`src/rtl/univ_shift_reg.sv`:
```
// Universal N-bit shift register: direct ops (hold, shift, rotate, arithmetic
// shift, load, clear) plus a counted burst mode reporting busy/done.
module univ_shift_reg #(
    parameter int N  = 8,
    parameter int CW = $clog2(N) + 1
) (
    input  logic          clk,
    input  logic          rst,
    input  logic          en,
    input  logic [2:0]    op,
    input  logic [N-1:0]  d_in,
    input  logic          s_in_l,
    input  logic          s_in_r,
    input  logic          start,
    input  logic [CW-1:0] cnt,
    output logic [N-1:0]  q,
    output logic          s_out_r,
    output logic          s_out_l,
    output logic          busy,
    output logic          done
);

    localparam logic [2:0] OP_HOLD = 3'b000;
    localparam logic [2:0] OP_SHR  = 3'b001;
    localparam logic [2:0] OP_SHL  = 3'b010;
    localparam logic [2:0] OP_ROR  = 3'b011;
    localparam logic [2:0] OP_ROL  = 3'b100;
    localparam logic [2:0] OP_ASR  = 3'b101;
    localparam logic [2:0] OP_LOAD = 3'b110;
    localparam logic [2:0] OP_CLR  = 3'b111;

    typedef enum logic {
        IDLE  = 1'b0,
        BURST = 1'b1
    } state_t;

    state_t          state_reg;
    logic [2:0]      op_reg;
    logic [CW-1:0]   rem_reg;
    logic [N-1:0]    q_reg;
    logic            busy_reg;
    logic            done_reg;

    logic [2:0]      eff_op;
    logic [N-1:0]    q_next;
    logic            start_ok;

    // A burst runs the latched op; otherwise the live op select drives the datapath.
    always_comb begin
        eff_op = (state_reg == BURST) ? op_reg : op;
        q_next = q_reg;
        case (eff_op)
            OP_HOLD: q_next = q_reg;
            OP_SHR:  q_next = {s_in_l, q_reg[N-1:1]};
            OP_SHL:  q_next = {q_reg[N-2:0], s_in_r};
            OP_ROR:  q_next = {q_reg[0], q_reg[N-1:1]};
            OP_ROL:  q_next = {q_reg[N-2:0], q_reg[N-1]};
            OP_ASR:  q_next = {q_reg[N-1], q_reg[N-1:1]};
            OP_LOAD: q_next = d_in;
            OP_CLR:  q_next = '0;
            default: q_next = q_reg;
        endcase
        // Only the shifting/rotating ops can be burst; start with other ops is ignored.
        start_ok = start && (op >= OP_SHR) && (op <= OP_ASR);
    end

    // Register, burst sequencing and status; start is taken in IDLE regardless of en.
    always_ff @(posedge clk or posedge rst) begin
        if (rst) begin
            state_reg <= IDLE;
            op_reg    <= OP_HOLD;
            rem_reg   <= '0;
            q_reg     <= '0;
            busy_reg  <= 1'b0;
            done_reg  <= 1'b0;
        end else begin
            done_reg <= 1'b0;
            case (state_reg)
                IDLE: begin
                    if (start_ok) begin
                        if (cnt == '0) begin
                            // Empty burst: report completion without touching q.
                            done_reg <= 1'b1;
                        end else begin
                            op_reg    <= op;
                            rem_reg   <= cnt;
                            busy_reg  <= 1'b1;
                            state_reg <= BURST;
                        end
                    end else if (en) begin
                        q_reg <= q_next;
                    end
                end
                BURST: begin
                    if (en) begin
                        q_reg   <= q_next;
                        rem_reg <= rem_reg - 1'b1;
                        if (rem_reg == CW'(1)) begin
                            busy_reg  <= 1'b0;
                            done_reg  <= 1'b1;
                            state_reg <= IDLE;
                        end
                    end
                end
                default: state_reg <= IDLE;
            endcase
        end
    end

    assign q       = q_reg;
    assign s_out_r = q_reg[0];
    assign s_out_l = q_reg[N-1];
    assign busy    = busy_reg;
    assign done    = done_reg;

endmodule

```
`config.mk`:
```
export PLATFORM = sky130hd
export DESIGN_NAME = univ_shift_reg
export DESIGN_NICKNAME = d
export VERILOG_FILES = /design/src/rtl/univ_shift_reg.sv
export SDC_FILE = /design/constraint.sdc
export NUM_CORES = 1
export LEC_CHECK = 0
export CAP_MARGIN = 20
export CORE_MARGIN = 5
export CORE_UTILIZATION = 53
export DETAILED_ROUTE_END_ITERATION = 10
export PLACE_DENSITY = 0.95
export SETUP_SLACK_MARGIN = 0.05
export SLEW_MARGIN = 20
export SYNTH_ARGS = -nofsm -noshare
export SYNTH_HDL_FRONTEND = slang
export SYNTH_SLANG_ARGS = --single-unit
```
`constraint.sdc`:
```
create_clock -name clk -period 2.45 [get_ports clk]
set_input_delay 0.3675 -clock clk [delete_from_list [all_inputs] [get_ports clk]]
set_output_delay 0.3675 -clock clk [all_outputs]
set_load 0.02 [all_outputs]
```
==> impl_metrics.tcl, run 1 <==
set metrics [dict create \
    dieWidth_um 60.68 \
    total_leakage_power_nw 0.6960 \
    initial_utilization 0.5495 \
    clock_power_frac 0.101 \
    grt_max_degree 21 \
    seq_power_share 0.317 \
    layout_common_cells "clkdlybuf4s50_1 (32), nand2_1 (19), dfrtp_1 (18)" \
    globalRouteOverflowTotal 0 \
    drv.max_cap_violation_count 0 \
    timing.final.setup_violations 0 \
    post-route-min-period_ns 2.181 \
    antenna-diode-count 0 \
    dp_cells 188 \
    layout_fillers 217 \
    cts_made_buffers 3 \
    clk_path_buf_depth 2 \
    core_um2 2477 \
    layoutNonFillerInstCount 192 \
    yosys.cell_types.count 49 \
    synth-async-reset-ratio 1.000 \
    yosys_register_bits 18 \
    yosys_most_used_dff "dfrtp_1" \
    post-route-period-util 0.8901 \
    dpl.hpwl_mm 2.444 \
    synth.net_count 158 \
    cts-root-buf "clkbuf_4" \
    detailroute.via_count 1183 \
    drt_drc_violations_left 0 \
    cts.htree.levels 1 \
    synth_edf_count 0 \
    grt.total_usage 0.1897 \
    comb_power_share 0.581 \
    most_frequent_standard_cell_in_the_layout_excluding_fill_and_tap_cells "clkdlybuf4s50_1" \
    drive_above_1_share 0.1667 \
    worst_ep_arrival_time_ns 2.36 \
    timing.final.hold_violations 0 \
    post-cts-setup-buffers 0 \
    largest_register_ffs 8 \
    max_clock_freq_mhz 458.6 \
    vdd.ir_drop.worst_v 0.0008477 \
    gpl.final_weighted_congestion 0.8286 \
    fraction_of_power_spent_switching_nets 0.4524 \
    synth.yosys.warnings 0 \
    syn_avg_cell_area_um2 10.08 \
    timing.setup.critical_path_class "reg -> reg" \
    drt_pre_antenna_iters 4 \
    numClockSinks 18 \
    synth_cell_area_um2 1361 \
    grt_pass1_vias 1248 \
    setup-tns-final_ns 0 \
    synth-seq-area-share 0.3309 \
    final_max_slew_viol_count 0 \
    internal-power_mw 1.049 \
    post_drt_via_cell_ratio 6.161 \
    die_area_um2 3682 \
    wire_length_per_cell_um 16.41 \
    clk_latency_ns 0.31 \
    number_of_drc_violations_after_detailed_routing_iteration_0 42 \
    wirelength_mm 3.151 \
    cts_repair_resize_count 0 \
    worst_ep_required_time_ns 2.63 \
    grt_setup_unrepaired "false" \
    grt_use_met1 0.2122 \
    antenna_violations_before_repair 0 \
    hold_path_class "in -> async" \
    worst_max_slew_margin_expressed_relative_to_the_limit 0.5042 \
    drtAntennaViolNets 0 \
    critical_path.endpoint_type "register" \
    critical_path.max_fanout 20 \
    num_rows 18 \
    globalRoute.busiestLayer "met2" \
    grt_pass1_wl_mm 5.271 \
    cell_count_after_synthesis 135 \
    area.growth.synth_to_final_pct 22.79 \
    status "complete, no violations" \
    p_total_mw 1.915 \
    met2_use_gr 0.3481 \
    nets 186 \
    grt_util_met3 0.03617 \
    start_kind "register" \
    worst_clock_skew_ns 0.009474 \
    clk_pin_slew_ns 0.12 \
    number_of_ports_placed_on_the_die_boundary 33 \
    numPortBuffers 32 \
    chipHeight_um 60.68 \
    cts_tree "done" \
    total_switching_power_mw 0.8661 \
    worst_slew_pin_slew_ns 0.7437 \
    power.density_nw_per_um2 1145 \
    cts_hold_buffers 0 \
]
-- synthesized netlist by cell type (all sizes together), types with 2 or more instances --
master | n | area [um^2]
xnor2 | 2 | 25.03
nand3b | 2 | 15.01
nand4 | 8 | 56.30
dfrtp | 18 | 450.4
a31oi | 4 | 40.04
ha | 2 | 25.02
nor2 | 3 | 11.26
a21oi | 2 | 10.01
nand3 | 2 | 10.01
or3 | 2 | 17.52
a22oi | 6 | 45.04
nor3 | 4 | 42.54
buf | 9 | 87.57
mux2 | 4 | 56.30
mux2i | 6 | 63.81
nand2 | 19 | 71.32
o21ai | 11 | 55.05
inv | 5 | 18.77
o211ai | 6 | 75.07
o31ai | 2 | 28.78
-- through the flow --
| stage | cell area (um^2) | util | hold WS, ns | setup slack [ns] |
|---|---|---|---|---|
| CTS | 1672 | 0.6747 | 0.4733 | 0.2808 |
| global route | 1672 | 0.6747 | 0.5215 | 0.1156 |
| finish | 1672 | 0.6747 | 0.4541 | 0.2693 |
| global placement | 1635 | 0.6601 | 0.4578 | 0.2985 |
| detailed placement | 1635 | 0.6601 | 0.4636 | 0.1966 |
| floorplan | 1361 | - | 0.3061 | 0.8756 |
-- metal layers --
layer,up-vias,wire length (um),part of all wire
li1,563,-,-
met1,567,1320,0.42
met2,47,1559,0.49
met3,6,232,0.074
met4,0,38,0.012
met5,-,0,0
-- final timing paths --
kind                       startpoint   endpoint  slack [ns]  cells after the start
max in group asynchronous         rst       q[6]        1.56                      2
max reg2reg                 state_reg       q[2]        0.27                      4
max                         state_reg       q[2]        0.27                      4
min reg2reg                 op_reg[0]  op_reg[0]        0.49                      2
min                               rst       q[0]        0.45                      2
min in group clk            op_reg[0]  op_reg[0]        0.49                      2
-- final cells by class --
class / instances / area [um^2] / share of cell area
multi-input cells: 102 / 800.8 / 0.4790
flip-flops and latches: 18 / 450.4 / 0.2695
repair buffers: 33 / 327.8 / 0.1961
well taps: 30 / 37.54 / 0.02246
clock buffers: 4 / 36.28 / 0.02171
inverters: 5 / 18.77 / 0.01123
-- power by group through the flow --
stage / clock network, mW / logic (mW) / registers [mW]
3_5_place_dp: 0 / 1.12 / 0.611
5_1_grt: 0.210 / 1.21 / 0.630
3_3_place_gp: 0 / 1.07 / 0.593
2_1_floorplan: 0 / 0.837 / 0.603
6_report: 0.194 / 1.11 / 0.608
4_1_cts: 0.194 / 1.12 / 0.604
-- kinds of logic after synthesis --
logic type | Yosys count | synth area share
buf+inv | 15 | 0.08087
compound gates | 40 | 0.2436
mux | 10 | 0.08823
xor+xnor | 3 | 0.02482
fa+ha+maj | 3 | 0.02573
simple gates | 46 | 0.2059
flops | 18 | 0.3309
-- worst max-delay path, cell delays in order, from the launching register on --
cell,delay (ns)
dfrtp_1,0.84
mux2_4,0.44
nor3_4,0.31
or3_1,0.35
o211ai_2,0.13
Note: power is estimated with default switching activity, not from simulation.
==> run 2, diff against run 1 <==
Settings changed: CELL_PAD_IN_SITES_DETAIL_PLACEMENT from default to 2, CELL_PAD_IN_SITES_GLOBAL_PLACEMENT from default to 2, CORE_UTILIZATION 53 to 33, HOLD_SLACK_MARGIN from default to 0.12.
==> impl_metrics.tcl, run 2 (same netlist as run 1, synthesis figures left out) <==
set metrics [dict create \
    layout_common_cells "clkdlybuf4s50_1 (32), nand2_1 (19), dfrtp_1 (18)" \
    fraction_of_power_spent_switching_nets 0.4505 \
    critical_path.endpoint_type "register" \
    p_total_mw 2.032 \
    numPortBuffers 32 \
    drtAntennaViolNets 0 \
    drv.max_cap_violation_count 0 \
    post_drt_via_cell_ratio 5.667 \
    numClockSinks 18 \
    drt_pre_antenna_iters 4 \
    cts.htree.levels 1 \
    core_um2 4000 \
    number_of_drc_violations_after_detailed_routing_iteration_0 35 \
    cts-root-buf "clkbuf_8" \
    timing.final.hold_violations 0 \
    wirelength_mm 4.078 \
    grt_max_degree 21 \
    critPathTopFamily "flip-flops" \
    wire_length_per_cell_um 19.15 \
    final.setup.worst_slack_ns 0.3424 \
    hold_path_class "reg -> reg" \
    grt.total_usage 0.1608 \
    dpl.hpwl_mm 3.218 \
    cp_slowest_cell "dfrtp_1" \
    timing.rr.start "state_reg" \
    layoutNonFillerInstCount 213 \
    reg2reg_slack_ns 0.34 \
    postPlaceCellArea_um2 1668 \
    cts_repair_resize_count 0 \
    timing.rr.end "q[2]" \
    globalRouteOverflowTotal 0 \
    critical_path.cell_chain "mux2_4 -> or3_1 -> o211ai_2" \
    num_rows 23 \
    start_kind "register" \
    final_max_slew_viol_count 0 \
    grt_pass1_vias 1411 \
    worst_clock_skew_ns 0.002190 \
    cp_slowest_stage_delay_ns 0.84 \
    gpl.final_weighted_congestion 0.8112 \
    power.density_nw_per_um2 1179 \
    vdd.ir_drop.worst_v 0.0003651 \
    clock_power_frac 0.119 \
    critical_path_stages 3 \
    total_switching_power_mw 0.9152 \
    worst_ep_arrival_time_ns 2.28 \
    cts_tree "done" \
    die_area_um2 5509 \
    max_clock_freq_mhz 474.5 \
    most_frequent_standard_cell_in_the_layout_excluding_fill_and_tap_cells "clkdlybuf4s50_1" \
    hold_slack_ns 0.4834 \
    total_leakage_power_nw 0.7089 \
    clk_path_buf_depth 2 \
    crit_start "state_reg" \
    cts_hold_buffers 0 \
    post-route-period-util 0.8602 \
    dieWidth_um 74.23 \
    drive_above_1_share 0.1718 \
    timing.critical_path.buf_inv 0 \
    post-route-min-period_ns 2.108 \
    comb_power_share 0.579 \
    post-cts-setup-buffers 0 \
    clk_latency_ns 0.25 \
    nets 187 \
    multi_input_area_um2 800.8 \
    antenna_violations_before_repair 0 \
    grt_setup_unrepaired "false" \
    worst_ep_required_time_ns 2.62 \
    grt_pass1_wl_mm 6.948 \
    detailroute.via_count 1207 \
    post-route-cell-area_um2 1723 \
    area.growth.synth_to_final_pct 26.56 \
    fin_util 0.4307 \
    drt_drc_violations_left 0 \
    number_of_ports_placed_on_the_die_boundary 33 \
    timing.final.setup_violations 0 \
    sequential_cell_area_um2 450.4 \
    worst_max_slew_margin_expressed_relative_to_the_limit 0.4890 \
    antenna-diode-count 0 \
    internal-power_mw 1.116 \
    worst_slew_pin_slew_ns 0.7665 \
    status "complete, no violations" \
    largest_register_ffs 8 \
    clk_pin_slew_ns 0.07 \
    setup-tns-final_ns 0 \
    layout_fillers 434 \
    chipHeight_um 74.23 \
    timing.setup.critical_path_class "reg -> reg" \
    critical_path.max_fanout 20 \
    place_ws_ns 0.2026 \
    seq_power_share 0.302 \
    dp_cells 209 \
    initial_utilization 0.3403 \
    cts_made_buffers 3 \
    rr_worst_depth 3 \
    setup.worst_path.end "q[2]" \
]
run 2: cell count changes in the layout (fill, tap and decap cells not counted), sizes merged:
cell and delta:
buf +1
run 2: how the worst min path moves through the flow:
stage | to | cells past startpoint | from
2_1_floorplan | busy | 1 | rst
3_3_place_gp | op_reg[0] | 2 | op_reg[0]
3_5_place_dp | op_reg[0] | 2 | op_reg[0]
4_1_cts | op_reg[0] | 2 | op_reg[0]
5_1_grt | op_reg[0] | 2 | op_reg[0]
6_report | op_reg[0] | 2 | op_reg[0]
run 2: layout make-up:
class | instances | area share
multi-input cells | 102 | 0.4648
flip-flops and latches | 18 | 0.2614
inverters | 5 | 0.01089
repair buffers | 34 | 0.1946
well taps | 50 | 0.03631
clock buffers | 4 | 0.03195
run 2: power by group through the flow:
stage                     clock network, mW  registers, mW  logic (mW)
after floorplan                           0          0.603       0.837
after global placement                    0          0.597        1.11
after detailed placement                  0          0.617        1.19
after CTS                             0.253          0.615        1.19
after global routing                  0.266          0.638        1.28
final                                 0.242          0.614        1.18
run 2: metal layers:
metal / vias to the layer above / global-route usage / share of wire
li1: 564 / - / -
met2: 29 / 0.3140 / 0.54
met4: 0 / 0.02964 / 0.0029
met3: 2 / 0.02027 / 0.047
met5: - / 0 / 0
met1: 612 / 0.1877 / 0.41
run 2: worst min-delay path, stage by stage, from the launching register on:
cell and delay [ns]:
dfrtp_1 0.34, nand2_1 0.05, nand2_1 0.06
==> run 3, diff against run 2 <==
Settings changed: PLACE_DENSITY 0.95 to default, PLACE_DENSITY_LB_ADDON from default to 0.05.
==> impl_metrics.tcl, run 3 (same netlist as run 1, synthesis figures left out) <==
set metrics [dict create \
    cts-root-buf "clkbuf_8" \
    layoutNonFillerInstCount 213 \
    post-cts-setup-buffers 0 \
    most_frequent_standard_cell_in_the_layout_excluding_fill_and_tap_cells "clkdlybuf4s50_1" \
    worst_ep_required_time_ns 2.63 \
    critical_path.max_fanout 20 \
    dp_cells 209 \
    max_clock_freq_mhz 475.5 \
    drive_above_1_share 0.1718 \
    reg2reg_slack_ns 0.35 \
    largest_register_ffs 8 \
    number_of_drc_violations_after_detailed_routing_iteration_0 25 \
    post-route-period-util 0.8583 \
    layout_common_cells "clkdlybuf4s50_1 (32), nand2_1 (19), dfrtp_1 (18)" \
    numClockSinks 18 \
    timing.setup.critical_path_class "reg -> reg" \
    post-route-min-period_ns 2.103 \
    drt_pre_antenna_iters 4 \
    setup-tns-final_ns 0 \
    hold_path_class "reg -> reg" \
    grt.total_usage 0.1570 \
    clk_pin_slew_ns 0.08 \
    antenna-diode-count 0 \
    cts_hold_buffers 0 \
    postPlaceCellArea_um2 1668 \
    nets 187 \
    power.density_nw_per_um2 1180 \
    gpl.final_weighted_congestion 0.7706 \
    drtAntennaViolNets 0 \
    timing.final.hold_violations 0 \
    clk_latency_ns 0.25 \
    cts.htree.levels 1 \
    drv.max_cap_violation_count 0 \
    routed.top_layer "met4" \
    critPathTopFamily "flip-flops" \
    start_kind "register" \
    met2_wire_length_mm 2.102 \
    final.setup.worst_slack_ns 0.3471 \
    detailroute.via_count 1181 \
    die_area_um2 5509 \
    worst_max_slew_margin_expressed_relative_to_the_limit 0.4964 \
    num_rows 23 \
    core_um2 4000 \
    numPortBuffers 32 \
    post_drt_via_cell_ratio 5.545 \
    clk_path_buf_depth 2 \
    drt_drc_violations_left 0 \
    worst_ep_arrival_time_ns 2.28 \
    grt_setup_unrepaired "false" \
    wire_length_per_cell_um 18.80 \
    chipHeight_um 74.23 \
    dieWidth_um 74.23 \
    status "complete, no violations" \
    wirelength_mm 4.004 \
    worst_clock_skew_ns 0.001238 \
    worst_slew_pin_slew_ns 0.7546 \
    place_ws_ns 0.1776 \
    cts_tree "done" \
    routed-wl-met3_um 171 \
    grt_max_degree 21 \
    area.growth.synth_to_final_pct 26.56 \
    cts_made_buffers 3 \
    wl_met1_mm 1.671 \
    final_max_slew_viol_count 0 \
    cp_slowest_cell "dfrtp_1" \
    number_of_ports_placed_on_the_die_boundary 33 \
    vdd.ir_drop.worst_v 0.0004718 \
    grt_pass1_wl_mm 6.658 \
    antenna_violations_before_repair 0 \
    timing.critical_path.buf_inv 0 \
    cp_slowest_stage_delay_ns 0.83 \
    initial_utilization 0.3403 \
    grt_pass1_vias 1353 \
    timing.final.setup_violations 0 \
    total_leakage_power_nw 0.7089 \
    cts_repair_resize_count 0 \
    globalRouteOverflowTotal 0 \
    p_total_mw 2.032 \
    critical_path.cell_chain "mux2_4 -> or3_1 -> o211ai_2" \
    post-route-cell-area_um2 1723 \
    dpl.hpwl_mm 3.068 \
    critical_path.endpoint_type "register" \
]
## run 3: cell type report
class,instances,area (um^2)
clock buffers,4,55.05
fillers,454,2277
inverters,5,18.77
multi-input cells,102,800.8
flip-flops and latches,18,450.4
well taps,50,62.56
repair buffers,34,335.3
## run 3: tightest hold or removal path, delay by kind of cell (launching register included)
kind	cells	cell delay [ns]
flops	1	0.35
simple gates	2	0.10
## run 3: stage by stage
stage,hold WS [ns],util
floorplan,0.3061,-
global placement,0.4622,0.4170
detailed placement,0.4680,0.4170
CTS,0.4879,0.4307
global route,0.5145,0.4307
finish,0.4839,0.4307
## run 3: worst paths after layout
check                             end  cells past startpoint       from
max in group asynchronous   op_reg[2]                      2        rst
hold reg to reg             op_reg[0]                      2  op_reg[0]
hold / removal              op_reg[0]                      2  op_reg[0]
setup / recovery                 q[3]                      3  state_reg
min in group asynchronous  rem_reg[3]                      2        rst
setup reg to reg                 q[3]                      3  state_reg
## run 3: routing by layer
| layer | up-vias | GRT usage |
|---|---|---|
| met5 | - | 0 |
| met4 | 0 | 0.04150 |
| met3 | 6 | 0.02838 |
| met2 | 23 | 0.2933 |
| met1 | 586 | 0.1836 |
| li1 | 566 | - |
## run 3: where the power goes
part / internal [mW] / total (mW) / leakage, nW / switching (mW)
Sequential: 0.422 / 0.606 / 0.223 / 0.184
Combinational: 0.549 / 1.17 / 0.457 / 0.624
Clock: 0.143 / 0.253 / 0.0288 / 0.110
